`config.mk`:
```
export PLATFORM = sky130hd
export DESIGN_NAME = ram_arbiter
export DESIGN_NICKNAME = d
export VERILOG_FILES = /design/src/rtl/mcs51_pkg.sv /design/src/rtl/ram_arbiter.sv
export SDC_FILE = /design/constraint.sdc
export NUM_CORES = 1
export LEC_CHECK = 0
export CAP_MARGIN = 20
export CORE_ASPECT_RATIO = 0.75
export CORE_MARGIN = 5
export CORE_UTILIZATION = 37
export DETAILED_ROUTE_END_ITERATION = 10
export PLACE_DENSITY = 0.8
export SLEW_MARGIN = 5
export SYNTH_ARGS = -nofsm -noshare
export SYNTH_HDL_FRONTEND = slang
export SYNTH_SLANG_ARGS = --single-unit
```
`constraint.sdc`:
```
create_clock -name clock -period 2.6 [get_ports clock]
set_clock_uncertainty 0.15 [all_clocks]
set_input_delay 0.52 -clock clock [delete_from_list [all_inputs] [get_ports clock]]
set_output_delay 0.52 -clock clock [all_outputs]
set_load 0.02 [all_outputs]
```
`src/rtl/mcs51_pkg.sv`:
```
// Shared encodings and defaults for the 8051 core blocks.
package mcs51_pkg;

    typedef enum logic {
        OWN_CPU = 1'b0,
        OWN_PER = 1'b1
    } owner_e;

    typedef enum logic {
        ST_IDLE   = 1'b0,
        ST_LOCKED = 1'b1
    } state_e;

    localparam int DEF_MAX_WAIT = 4;
    localparam int DEF_LOCK_MAX = 3;

endpackage

```
`src/rtl/ram_arbiter.sv`:
```
// Shares the internal data RAM port between the CPU (fixed priority, lockable) and a peripheral.
// Latency: grant and RAM command in the request cycle; read data returns one cycle later.
// Backpressure: a denied requester holds req until gnt; peripheral starvation is bounded by MAX_WAIT.
module ram_arbiter
    import mcs51_pkg::*;
#(
    parameter int AW       = 8,
    parameter int DW       = 8,
    parameter int MAX_WAIT = DEF_MAX_WAIT,
    parameter int LOCK_MAX = DEF_LOCK_MAX
) (
    input  logic          clock,
    input  logic          reset,
    input  logic          cpu_req,
    input  logic          cpu_we,
    input  logic          cpu_lock,
    input  logic [AW-1:0] cpu_addr,
    input  logic [DW-1:0] cpu_wdata,
    output logic          cpu_gnt,
    output logic          cpu_rvalid,
    output logic [DW-1:0] cpu_rdata,
    input  logic          per_req,
    input  logic          per_we,
    input  logic [AW-1:0] per_addr,
    input  logic [DW-1:0] per_wdata,
    output logic          per_gnt,
    output logic          per_rvalid,
    output logic [DW-1:0] per_rdata,
    output logic          ram_en,
    output logic          ram_we,
    output logic [AW-1:0] ram_addr,
    output logic [DW-1:0] ram_wdata,
    input  logic [DW-1:0] ram_rdata
);

    localparam logic [3:0] MAX_WAIT_C = 4'(MAX_WAIT);
    localparam logic [2:0] LOCK_MAX_C = 3'(LOCK_MAX);

    state_e        state_q, state_d;
    logic [3:0]    wait_cnt_q, wait_cnt_d;
    logic [2:0]    lock_cnt_q, lock_cnt_d;
    owner_e        owner_q, owner_d;
    logic          rd_pend_q, rd_pend_d;
    logic [DW-1:0] cpu_rdata_q, per_rdata_q;
    logic          per_starved;

    assign per_starved = per_req && (wait_cnt_q == MAX_WAIT_C);

    always_ff @(posedge clock or negedge reset) begin
        if (!reset) begin
            state_q <= ST_IDLE;
        end else begin
            state_q <= state_d;
        end
    end

    // In LOCKED every cpu_req is granted, so "granted with lock=0" reduces to !cpu_lock.
    always_comb begin
        state_d = state_q;
        unique case (state_q)
            ST_IDLE: begin
                if (cpu_gnt && cpu_lock) state_d = ST_LOCKED;
            end
            ST_LOCKED: begin
                if (!cpu_req || !cpu_lock || ((lock_cnt_q + 3'd1) == LOCK_MAX_C)) state_d = ST_IDLE;
            end
            default: state_d = ST_IDLE;
        endcase
    end

    always_comb begin
        cpu_gnt = 1'b0;
        per_gnt = 1'b0;
        unique case (state_q)
            ST_LOCKED: begin
                cpu_gnt = cpu_req;
            end
            default: begin
                per_gnt = per_starved || (per_req && !cpu_req);
                cpu_gnt = cpu_req && !per_starved;
            end
        endcase

        ram_en    = cpu_gnt || per_gnt;
        ram_we    = 1'b0;
        ram_addr  = '0;
        ram_wdata = '0;
        if (cpu_gnt) begin
            ram_we    = cpu_we;
            ram_addr  = cpu_addr;
            ram_wdata = cpu_wdata;
        end else if (per_gnt) begin
            ram_we    = per_we;
            ram_addr  = per_addr;
            ram_wdata = per_wdata;
        end
    end

    always_comb begin
        wait_cnt_d = wait_cnt_q;
        if (!per_req || per_gnt) begin
            wait_cnt_d = 4'd0;
        end else if (wait_cnt_q != MAX_WAIT_C) begin
            wait_cnt_d = wait_cnt_q + 4'd1;
        end

        lock_cnt_d = lock_cnt_q;
        if (state_d == ST_IDLE) begin
            lock_cnt_d = 3'd0;
        end else if (state_q == ST_LOCKED && cpu_gnt) begin
            lock_cnt_d = lock_cnt_q + 3'd1;
        end

        rd_pend_d = (cpu_gnt && !cpu_we) || (per_gnt && !per_we);
        owner_d   = owner_q;
        if (rd_pend_d) owner_d = per_gnt ? OWN_PER : OWN_CPU;
    end

    always_ff @(posedge clock or negedge reset) begin
        if (!reset) begin
            wait_cnt_q <= 4'd0;
            lock_cnt_q <= 3'd0;
            owner_q    <= OWN_CPU;
            rd_pend_q  <= 1'b0;
        end else begin
            wait_cnt_q <= wait_cnt_d;
            lock_cnt_q <= lock_cnt_d;
            owner_q    <= owner_d;
            rd_pend_q  <= rd_pend_d;
        end
    end

    // Read data is forwarded straight from the RAM in the return cycle and held afterwards.
    assign cpu_rvalid = rd_pend_q && (owner_q == OWN_CPU);
    assign per_rvalid = rd_pend_q && (owner_q == OWN_PER);
    assign cpu_rdata  = cpu_rvalid ? ram_rdata : cpu_rdata_q;
    assign per_rdata  = per_rvalid ? ram_rdata : per_rdata_q;

    always_ff @(posedge clock or negedge reset) begin
        if (!reset) begin
            cpu_rdata_q <= '0;
            per_rdata_q <= '0;
        end else begin
            if (cpu_rvalid) cpu_rdata_q <= ram_rdata;
            if (per_rvalid) per_rdata_q <= ram_rdata;
        end
    end

endmodule

```
Word-level counts from Yosys, hierarchy flattened
Cells that the tools add are included.

storage, ports and cells
  output and inout port bits = 38
  word-level logic and storage cells = 55
  flip-flop bits (word level) = 26

cells by class
  reduce and logical (&&, ||, !) cells = 22
  muxes and demuxes = 18
  equal/unequal tests = 4
  bitwise logic cells = 2
  add/sub/neg operators = 2

operators by type and width
  operator                                                               number
  8-bit two-way mux                                                      6
  1-bit logical AND                                                      9
  4-bit two-way mux                                                      2
  1-bit two-way mux                                                      7
  1-bit zero test                                                        6
  1-bit logical OR                                                       6
  3-bit two-way mux                                                      2
  4-bit by 1-bit adder with 4-bit output, second input constant          1
  4-bit by 3-bit equality test with 1-bit output, second input constant  1
  4-bit by 3-bit != test with 1-bit output, second input constant        1
  3-bit by 1-bit adder with 3-bit output, second input constant          1
  3-bit by 2-bit equality test with 1-bit output, second input constant  1
  2-bit by 1-bit != test with 1-bit output, second input constant        1
  1-bit inverter                                                         2
  1-bit one-hot mux with 2 select lines                                  1
  2-bit nonzero test                                                     1

Depth between registers and ports, before layout
Gate-level depths: netlist of run 1.

  depth after elaboration = 9
  gate-level depth with buffers = 7
  depth with buffers taken out = 6

Worst setup path before layout of run 1
Ideal clock, no wire load.

  kind = register to output
  start = register wait_cnt_q[0]
  end = output port ram_addr[3]
  path buffers = 1
  arrival = 1.513 ns
  cell stages (with the launch flop) = 7
  data required time = 1.930 ns
  slack = 0.417 ns
  cell sequence = dfrtp_1 > inv_1 > ha_1 > nand3b_4 > a21oi_4 > buf_6 > a22o_1

between the ends
  word-level cells in the longest chain between the ends = 6

ends and longest elaborated chain
  item                                            line                source
  start: declaration                              ram_arbiter.sv:40   logic [3:0] wait_cnt_q, wait_cnt_d;
  start signal: assignment                        ram_arbiter.sv:126  wait_cnt_q <= wait_cnt_d;
  4-bit by 3-bit equality test with 1-bit output  ram_arbiter.sv:47   assign per_starved = per_req && (wait_cnt_q == MAX_WAIT_C);
  1-bit logical AND                               ram_arbiter.sv:47
  1-bit logical OR                                ram_arbiter.sv:79   per_gnt = per_starved || (per_req && !cpu_req);
  1-bit two-way mux                               ram_arbiter.sv:74   unique case (state_q)
  named net per_gnt                               ram_arbiter.sv:26   output logic per_gnt,
  8-bit two-way mux                               ram_arbiter.sv:92   end else if (per_gnt) begin
  8-bit two-way mux                               ram_arbiter.sv:88   if (cpu_gnt) begin
  end: declaration                                ram_arbiter.sv:31   output logic [AW-1:0] ram_addr,

The timed path passes the listed nets, and every way through them passes these cells.

Worst setup path after layout of run 1
  start = register owner_q
  end = output port cpu_rdata[6]

between the ends
  word-level cells in the longest chain between the ends = 3

ends and longest elaborated chain
  item                      line                source
  start: declaration        ram_arbiter.sv:42   owner_e owner_q, owner_d;
  start signal: assignment  ram_arbiter.sv:128  owner_q <= owner_d;
  1-bit inverter            ram_arbiter.sv:134  assign cpu_rvalid = rd_pend_q && (owner_q == OWN_CPU);
  1-bit logical AND         ram_arbiter.sv:134
  8-bit two-way mux         ram_arbiter.sv:136  assign cpu_rdata = cpu_rvalid ? ram_rdata : cpu_rdata_q;
  end: declaration          ram_arbiter.sv:21   output logic [DW-1:0] cpu_rdata,

Every way passes these cells.

==> impl_metrics.env, run 1 <==
export IMPL_result_of_the_run="completed"
export IMPL_worstSkewPairLatency_ns=0.27
export IMPL_tightestPinTransition_ns=0.334
export IMPL_post_place_cells=258
export IMPL_cp_max_fo=9
export IMPL_share_clk_of_total_power=0.235
export IMPL_r2r_worst_path_cells=5
export IMPL_postRouteWirelength_mm=4.12
export IMPL_tritoncts_clock_tree="built"
export IMPL_die_area_um2=5190
export IMPL_drt_vias_per_instance=4.96
export IMPL_n_antenna_cell=0
export IMPL_worst_setup_hold_path_clk_slew_ns=0.09
export IMPL_synth_area_leader_cell="dfrtp_1"
export IMPL_critical_path_end="cpu_rdata[6]"
export IMPL_synth_adder_area_share=0.0352
export IMPL_total_power_uw=1420
export IMPL_cts_max_level=1
export IMPL_total_count_of_max_transition_violations_in_the_final_report=0
export IMPL_synth_compound_area_share=0.204
export IMPL_cts_sinks=26
export IMPL_seq_power_share=0.353
export IMPL_power_combinational_fraction=0.413
export IMPL_cts_inserted_buffers=3
export IMPL_hold_violations=0
export IMPL_power_leakage_uw=0.00112
export IMPL_ys_types=37
export IMPL_regToRegEndpoint="lock_cnt_q[0]$_DFFE_PN0P_"
export IMPL_nNetsFinal=264
export IMPL_cell_internal_pwr_uw=1000
export IMPL_synth_enable_flop_cells=0
export IMPL_floorplan_rows=19
export IMPL_cts_root_buf="clkbuf_8"
export IMPL_synth_seq_area_share=0.458
export IMPL_num_io_pins=85
export IMPL_layout_cells_most_common="clkdlybuf4s50_1"
export IMPL_synth_flop_cell="dfrtp_1"
export IMPL_setup_violations_final=0
export IMPL_max_cap_violations=0
export IMPL_syn2layout_area_growth_pct=76.0
export IMPL_worst_vdd_ir_uv=235
export IMPL_final_util=0.678
export IMPL_startpoint_type="flop"
export IMPL_yosys_area_top_type_share=0.458
export IMPL_power_switching_share=0.297
export IMPL_max_clock_path_buffers=2
export IMPL_max_freq_mhz=393
export IMPL_grt_start_max_net_pins=27
export IMPL_holdCritPathClass="reg -> reg"
export IMPL_dr_pass1_iters=4
export IMPL_synth_top_area_cells="dfrtp_1 46%, mux2_2 13%, a22o_2 5.6%, a22o_1 5.6%, ha_1 3.5%"
export IMPL_dp_hpwl_mm=3.35
export IMPL_cp_arrival_ns=1.87
export IMPL_routedWlPerCell_um=15.6
export IMPL_rsz0062_at_grt="no"
export IMPL_power_density_cell_area_nw_per_um2=569
export IMPL_initial_utilization=0.385
export IMPL_min_period_ns=2.54
export IMPL_gp_congestion=0.756
export IMPL_die_width_um=81.5
export IMPL_grt_ovfl_total=0
export IMPL_synth_async_reset_ratio=1.00
export IMPL_grt_total_usage=0.165
export IMPL_drc=0
export IMPL_main_combinational_cell_family_by_area_after_synthesis="compound AO/OA/AOI/OAI gates"
export IMPL_worst_slew_margin_rel=0.777
export IMPL_postSynthNetCount=169
export IMPL_synth_simple_area_share=0.104
export IMPL_detailedRoute_firstIterationViolations=106
export IMPL_r2r_start="wait_cnt_q[0]$_DFFE_PN0P_"
export IMPL_preCtsSetupSlack_ns=-0.401
export IMPL_filler_cell_count=273
export IMPL_timing_final_crit_share=0.978
export IMPL_instances_no_fill=264
export IMPL_avgSynthCellArea_um2=12.0
export IMPL_dr_total_vias=1310
export IMPL_mappedNetlistArea_um2=1420
export IMPL_grt_pass1_wl_mm=6.76
export IMPL_first_global_vias=1483
export IMPL_drt_antenna_violating_nets=0
export IMPL_critPathLaunch="owner_q$_DFFE_PN0P_"
export IMPL_r2r_setup_slack_ns=1.01
export IMPL_grt_antenna_before_repair=0
export IMPL_critical_path_class="reg -> out"
export IMPL_post_synthesis_share_of_cell_area_spent_on_xor_and_xnor_gates=0.0123
export IMPL_yosys_warnings=0
export IMPL_fp_coreArea_um2=3680
export IMPL_port_buffer_count=84
export IMPL_drive_above_1_share=0.316
export IMPL_layout_common_cells="61 x clkdlybuf4s50_1, 26 x dfrtp_1, 16 x mux2_2"
export IMPL_cp_end_kind="primary output"
export IMPL_timing_final_ws_setup_ns=0.0570
export IMPL_postSynthCellCount=118
export IMPL_switchingPower_uw=423
export IMPL_synth_seq_cells=26
export IMPL_synth_area_mux_share=0.134
export IMPL_die_height_um=63.7
export IMPL_worstPathRequired_ns=1.93
## synth_stat cells, drive strengths merged (2+ instances only)
| cell | n |
|---|---|
| dfrtp | 26 |
| a22o | 17 |
| mux2 | 16 |
| inv | 8 |
| buf | 6 |
| ha | 4 |
| nand2b | 4 |
| nand3 | 4 |
| nor2 | 4 |
| a21oi | 3 |
| nand4 | 3 |
| a211oi | 2 |
| nand2 | 2 |
| nand3b | 2 |
| nor3b | 2 |
## worst max-delay path, cell delays in order (launching register included)
cell and delay [ns]:
dfrtp_1 0.45, nand2b_4 0.24, mux2_2 0.37, clkdlybuf4s50_1 0.55
## metal layers
layer	wire, µm	track usage
met1	1550	0.185
met2	2150	0.301
met3	390	0.0513
met4	23	0.0316
met5	0	0
## state kept, by name, summed over array words and instances (netlist names)
signal       flops
per_rdata_q      8
owner_q          1
wait_cnt_q       4
rd_pend_q        1
cpu_rdata_q      8
state_q          1
lock_cnt_q       3
## layout make-up
cell class,instances,area (µm²),share of cell area
clock buffer,3,41.3,0.0165
sequential,26,651,0.260
clock inverter,1,30.0,0.0120
timing repair buffer,96,946,0.378
multi-input combinational,78,734,0.294
inverter,8,32.5,0.0130
tap,52,65.1,0.0260
## power groups by stage
stage                     Sequential [µW]  Combinational [µW]  Clock [µW]
after CTS                             501                 590         342
after detailed placement              509                 592           0
after floorplan                       502                 289           0
final                                 502                 587         334
after global placement                504                 580           0
after global routing                  511                 629         364
## how the worst min path moves through the flow
stage,startpoint,slack (ns),end,cells after the start
after detailed placement,per_rdata_q[2]$_DFF_PN0_,0.33,per_rdata_q[2]$_DFF_PN0_,1
after global placement,lock_cnt_q[0]$_DFFE_PN0P_,0.33,lock_cnt_q[0]$_DFFE_PN0P_,1
after global routing,per_rdata_q[7]$_DFF_PN0_,0.37,per_rdata_q[7]$_DFF_PN0_,1
after CTS,per_rdata_q[2]$_DFF_PN0_,0.36,per_rdata_q[2]$_DFF_PN0_,1
after floorplan,reset,0.07,cpu_rdata_q[0]$_DFF_PN0_,0
final,cpu_rdata_q[3]$_DFF_PN0_,0.36,cpu_rdata_q[3]$_DFF_PN0_,1
## cells by family (layout without fill, tap and decap cells)
family          Yosys count  in the layout
compound gates           32             32
xor+xnor                  2              2
fa+ha+maj                 4              4
buf+inv                  14            108
flops                    26             26
mux                      17             17
simple gates             23             23
## metrics by stage
stage	setup TNS, ns	hold slack, ns	instance area [µm²]
3_5_place_dp	-6.56	0.333	2370
6_report	0	0.355	2500
2_1_floorplan	0	0.0744	1420
5_1_grt	0	0.367	2500
4_1_cts	0	0.356	2480
3_3_place_gp	-6.16	0.325	2370
## repair_timing
item	4_1_cts	5_1_grt
resized for setup	58	10
endpoints found under the setup margin	36	25
endpoints found under the hold margin	0	0
setup buffers	1	1
hold buffers	0	0
pin swaps	1	1
(Power assumes the default switching activity.)
==> run 2, diff against run 1 <==
- CORE_MARGIN: 5 -> 1.5
- SETUP_SLACK_MARGIN: default -> 0.1
==> impl_metrics.env, run 2 (same netlist as run 1, synthesis figures left out) <==
export IMPL_floorplan_rows=19
export IMPL_stdcell_area_um2=2470
export IMPL_die_area_um2=4220
export IMPL_initial_utilization=0.388
export IMPL_startpoint_type="flop"
export IMPL_total_count_of_max_transition_violations_in_the_final_report=0
export IMPL_holdCritStartpoint="cpu_rdata_q[4]$_DFF_PN0_"
export IMPL_cp_end_kind="primary output"
export IMPL_worst_slew_margin_rel=0.783
export IMPL_min_period_ns=2.48
export IMPL_cp_max_fo=9
export IMPL_power_switching_share=0.311
export IMPL_first_global_vias=1354
export IMPL_worst_vdd_ir_uv=382
export IMPL_share_clk_of_total_power=0.189
export IMPL_layout_common_cells="54 x clkdlybuf4s50_1, 26 x dfrtp_1, 16 x mux2_2"
export IMPL_n_antenna_cell=0
export IMPL_postRouteWirelength_mm=3.77
export IMPL_grt_total_usage=0.179
export IMPL_drc=0
export IMPL_dr_total_vias=1321
export IMPL_setup_violations_final=0
export IMPL_holdBufCountCts=0
export IMPL_r2r_start="wait_cnt_q[0]$_DFFE_PN0P_"
export IMPL_seq_power_share=0.379
export IMPL_power_density_cell_area_nw_per_um2=539
export IMPL_tightestPinTransition_ns=0.325
export IMPL_fp_coreArea_um2=3660
export IMPL_tritoncts_clock_tree="built"
export IMPL_r2r_worst_path_cells=5
export IMPL_cts_sinks=26
export IMPL_num_io_pins=85
export IMPL_total_power_uw=1330
export IMPL_worstPathRequired_ns=1.93
export IMPL_grt_pass1_wl_mm=5.93
export IMPL_cp_arrival_ns=1.81
export IMPL_dp_hpwl_mm=3.05
export IMPL_dr_pass1_iters=3
export IMPL_rsz0062_at_grt="yes"
export IMPL_grt_ovfl_total=0
export IMPL_cts_max_level=1
export IMPL_largest_registers="cpu_rdata_q (8), per_rdata_q (8), wait_cnt_q (4)"
export IMPL_cell_internal_pwr_uw=916
export IMPL_worst_setup_hold_path_clk_slew_ns=0.08
export IMPL_max_cap_violations=0
export IMPL_result_of_the_run="completed"
export IMPL_drt_antenna_violating_nets=0
export IMPL_dpl_instance_area_um2=2380
export IMPL_critical_path_class="reg -> out"
export IMPL_hold_violations=0
export IMPL_whs_path_depth=1
export IMPL_die_width_um=74.5
export IMPL_timing_final_crit_share=0.955
export IMPL_grt_start_max_net_pins=27
export IMPL_power_combinational_fraction=0.432
export IMPL_final_util=0.674
export IMPL_port_buffer_count=84
export IMPL_detailedRoute_firstIterationViolations=34
export IMPL_switchingPower_uw=413
export IMPL_max_clock_path_buffers=2
export IMPL_cts_inserted_buffers=3
export IMPL_syn2layout_area_growth_pct=73.7
export IMPL_nNetsFinal=264
export IMPL_worstSkewPairLatency_ns=0.26
export IMPL_critPathLaunch="rd_pend_q$_DFF_PN0_"
export IMPL_die_height_um=56.7
export IMPL_drt_vias_per_instance=5.00
export IMPL_routedWlPerCell_um=14.3
export IMPL_holdCritPathClass="reg -> reg"
export IMPL_cts_root_buf="clkbuf_8"
export IMPL_power_leakage_uw=0.00115
export IMPL_gp_congestion=0.784
export IMPL_cts_post_setup_buffers_inserted=0
export IMPL_max_freq_mhz=403
export IMPL_grt_antenna_before_repair=0
export IMPL_holdWs_ns=0.351
export IMPL_setup_tns_final_ns=0
export IMPL_layout_cells_most_common="clkdlybuf4s50_1"
export IMPL_drive_above_1_share=0.321
==> run 2: cell count changes in the layout (fill, tap and decap cells not counted), moves of 2 or more <==
cell	change
dlymetal6s2s_1	+5
clkdlybuf4s50_1	-7
dlygate4sd2_1	+2
clkdlybuf4s15_2	-4
buf_2	+5
==> run 2: critical path, cell delays in order, from the launching register on <==
cell and delay [ns]:
dfrtp_1 0.42, nand2_2 0.20, mux2_2 0.38, clkdlybuf4s50_1 0.55
==> run 2: layer usage <==
| metal | wire, µm | GRT usage |
|---|---|---|
| met5 | 0 | 0 |
| met4 | 18 | 0.0364 |
| met3 | 223 | 0.0323 |
| met2 | 2050 | 0.330 |
| met1 | 1480 | 0.213 |
==> run 2: final timing paths <==
check,slack [ns],to
min in group asynchronous,0.47,per_rdata_q[5]$_DFF_PN0_
worst max-delay path,0.12,per_rdata[6]
max in group asynchronous,1.59,cpu_rdata_q[4]$_DFF_PN0_
worst min-delay path,0.35,cpu_rdata_q[4]$_DFF_PN0_
worst min register to register,0.35,cpu_rdata_q[4]$_DFF_PN0_
worst max register to register,1.01,lock_cnt_q[0]$_DFFE_PN0P_
==> run 2: timing repair <==
action / in CTS / in global routing
resized for setup: 67 / 14
endpoints found under the setup margin: 36 / 30
pin swaps: 1 / 0
==> run 2: power groups by stage <==
stage / registers (µW) / logic [µW] / clock network (µW)
3_3_place_gp: 504 / 577 / 0
2_1_floorplan: 502 / 289 / 0
4_1_cts: 505 / 590 / 261
3_5_place_dp: 511 / 594 / 0
6_report: 504 / 574 / 251
5_1_grt: 512 / 606 / 283
==> run 2: area by class of cell <==
type	instances	area [µm²]
clock buffer	4	55.1
fill	288	1190
inverter	8	35.0
multi-input combinational	78	729
sequential	26	651
tap	52	65.1
timing repair buffer	96	931
==> run 2: stage by stage <==
step                      cells  setup WS [ns]
after CTS                   264         0.0876
final                       264          0.116
after detailed placement    260         -0.368
after global routing        264         0.0197
after floorplan             118          0.417
after global placement      260         -0.312
==> run 3, diff against run 2 <==
- CORE_ASPECT_RATIO: 0.75 -> default
- MAX_ROUTING_LAYER: default -> met4
- SLEW_MARGIN: 5 -> 20
==> impl_metrics.env, run 3 (same netlist as run 1, synthesis figures left out) <==
export IMPL_tightestPinTransition_ns=0.325
export IMPL_dr_total_vias=1357
export IMPL_worst_setup_hold_path_clk_slew_ns=0.09
export IMPL_min_period_ns=2.47
export IMPL_drt_vias_per_instance=5.14
export IMPL_max_freq_mhz=406
export IMPL_initial_utilization=0.388
export IMPL_grt_start_max_net_pins=27
export IMPL_worstSkewPairLatency_ns=0.27
export IMPL_n_antenna_cell=0
export IMPL_r2r_start="wait_cnt_q[0]$_DFFE_PN0P_"
export IMPL_setup_violations_final=0
export IMPL_grt_antenna_before_repair=0
export IMPL_num_io_pins=85
export IMPL_postRouteWirelength_mm=4.00
export IMPL_first_global_vias=1506
export IMPL_worstPathRequired_ns=1.93
export IMPL_layout_common_cells="52 x clkdlybuf4s50_1, 26 x dfrtp_1, 16 x mux2_2, 16 x buf_2, 15 x buf_4"
export IMPL_grt_ovfl_total=0
export IMPL_cts_sinks=26
export IMPL_cts_max_level=1
export IMPL_cp_end_kind="primary output"
export IMPL_holdCritPathClass="reg -> reg"
export IMPL_result_of_the_run="completed"
export IMPL_largest_registers="cpu_rdata_q (8), per_rdata_q (8), wait_cnt_q (4)"
export IMPL_drive_above_1_share=0.338
export IMPL_holdCritStartpoint="per_rdata_q[7]$_DFF_PN0_"
export IMPL_share_clk_of_total_power=0.238
export IMPL_total_count_of_max_transition_violations_in_the_final_report=0
export IMPL_drt_antenna_violating_nets=0
export IMPL_critical_path_class="reg -> out"
export IMPL_worst_vdd_ir_uv=234
export IMPL_fp_coreArea_um2=3660
export IMPL_floorplan_rows=22
export IMPL_power_density_cell_area_nw_per_um2=574
export IMPL_dr_pass1_iters=4
export IMPL_timing_final_crit_share=0.948
export IMPL_port_buffer_count=84
export IMPL_cp_max_fo=9
export IMPL_power_combinational_fraction=0.403
export IMPL_whs_path_depth=1
export IMPL_worst_slew_margin_rel=0.783
export IMPL_drc=0
export IMPL_r2r_setup_slack_ns=0.96
export IMPL_die_area_um2=4220
export IMPL_total_power_uw=1400
export IMPL_hold_violations=0
export IMPL_routedWlPerCell_um=15.1
export IMPL_max_cap_violations=0
export IMPL_max_clock_path_buffers=2
export IMPL_instances_no_fill=264
export IMPL_seq_power_share=0.360
export IMPL_cts_root_buf="clkbuf_8"
export IMPL_dp_hpwl_mm=3.10
export IMPL_power_leakage_uw=0.00118
export IMPL_power_switching_share=0.302
export IMPL_rsz0062_at_grt="no"
export IMPL_die_width_um=65.0
export IMPL_switchingPower_uw=422
export IMPL_gp_congestion=0.822
export IMPL_layout_cells_most_common="clkdlybuf4s50_1"
export IMPL_worstHoldEndpoint="per_rdata_q[7]$_DFF_PN0_"
export IMPL_tritoncts_clock_tree="built"
export IMPL_detailedRoute_firstIterationViolations=29
export IMPL_syn2layout_area_growth_pct=71.8
export IMPL_nNetsFinal=268
export IMPL_post_place_cells=257
export IMPL_startpoint_type="flop"
export IMPL_r2r_worst_path_cells=7
export IMPL_die_height_um=65.0
export IMPL_cts_inserted_buffers=3
export IMPL_grt_pass1_wl_mm=6.56
export IMPL_grt_total_usage=0.205
export IMPL_cell_internal_pwr_uw=977
export IMPL_cp_arrival_ns=1.80
export IMPL_regToRegEndpoint="wait_cnt_q[2]$_DFFE_PN0P_"
## run 3: cell count changes in the layout (fill, tap and decap cells not counted), moves of 2 or more
cell and delta:
clkdlybuf4s15_2 -10, buf_2 +9, buf_4 +4, clkbuf_2 +2, clkdlybuf4s50_1 -2, dlygate4sd2_1 +2
## run 3: area by class of cell
cell class	instances	area, µm²
tap	48	60.1
clock inverter	1	30.0
timing repair buffer	100	888
inverter	8	35.0
clock buffer	3	41.3
fill	268	1220
sequential	26	651
multi-input combinational	78	734
## run 3: timing repair
action                     4_1_cts  5_1_grt
setup endpoints to repair       36       27
resized for setup               78       17
pin swaps                        1        1
hold buffers                     0        0
buffers inserted                 2        1
## run 3: layer usage
metal  global-route usage  wire length [µm]
met3               0.0295               253
met5                    -                 0
met1                0.215              1460
met2                0.392              2230
met4               0.0638                51
## run 3: power by group through the flow
stage	logic [µW]	clock network (µW)	registers, µW
floorplan	289	0	502
global placement	580	0	504
detailed placement	596	0	510
CTS	579	336	503
global route	601	357	511
finish	564	333	503
## run 3: worst max-delay path, cell delays in order (launching register included)
cell	delay (ns)
dfrtp_1	0.45
nand2_4	0.16
mux2_2	0.37
clkdlybuf4s50_1	0.54
## run 3: worst max path at each step
stage	endpoint	start	depth (start not counted)	slack (ns)
after floorplan	ram_addr[3]	wait_cnt_q[0]$_DFFE_PN0P_	6	0.42
after global placement	ram_we	per_req	6	-0.30
after detailed placement	ram_wdata[5]	per_req	6	-0.34
after CTS	ram_wdata[5]	wait_cnt_q[0]$_DFFE_PN0P_	7	0.007
after global routing	per_rdata[1]	rd_pend_q$_DFF_PN0_	3	0.08
final	per_rdata[1]	rd_pend_q$_DFF_PN0_	3	0.13
## run 3: through the flow
step	area (µm²)	util	hold slack (ns)	TNS (ns)	worst slack, ns
after CTS	2450	0.670	0.354	0	0.00715
after global routing	2440	0.666	0.364	0	0.0834
after detailed placement	2390	0.652	0.333	-5.99	-0.338
after floorplan	1420	-	0.0744	0	0.417
after global placement	2390	0.652	0.328	-5.08	-0.296
final	2440	0.666	0.347	0	0.135
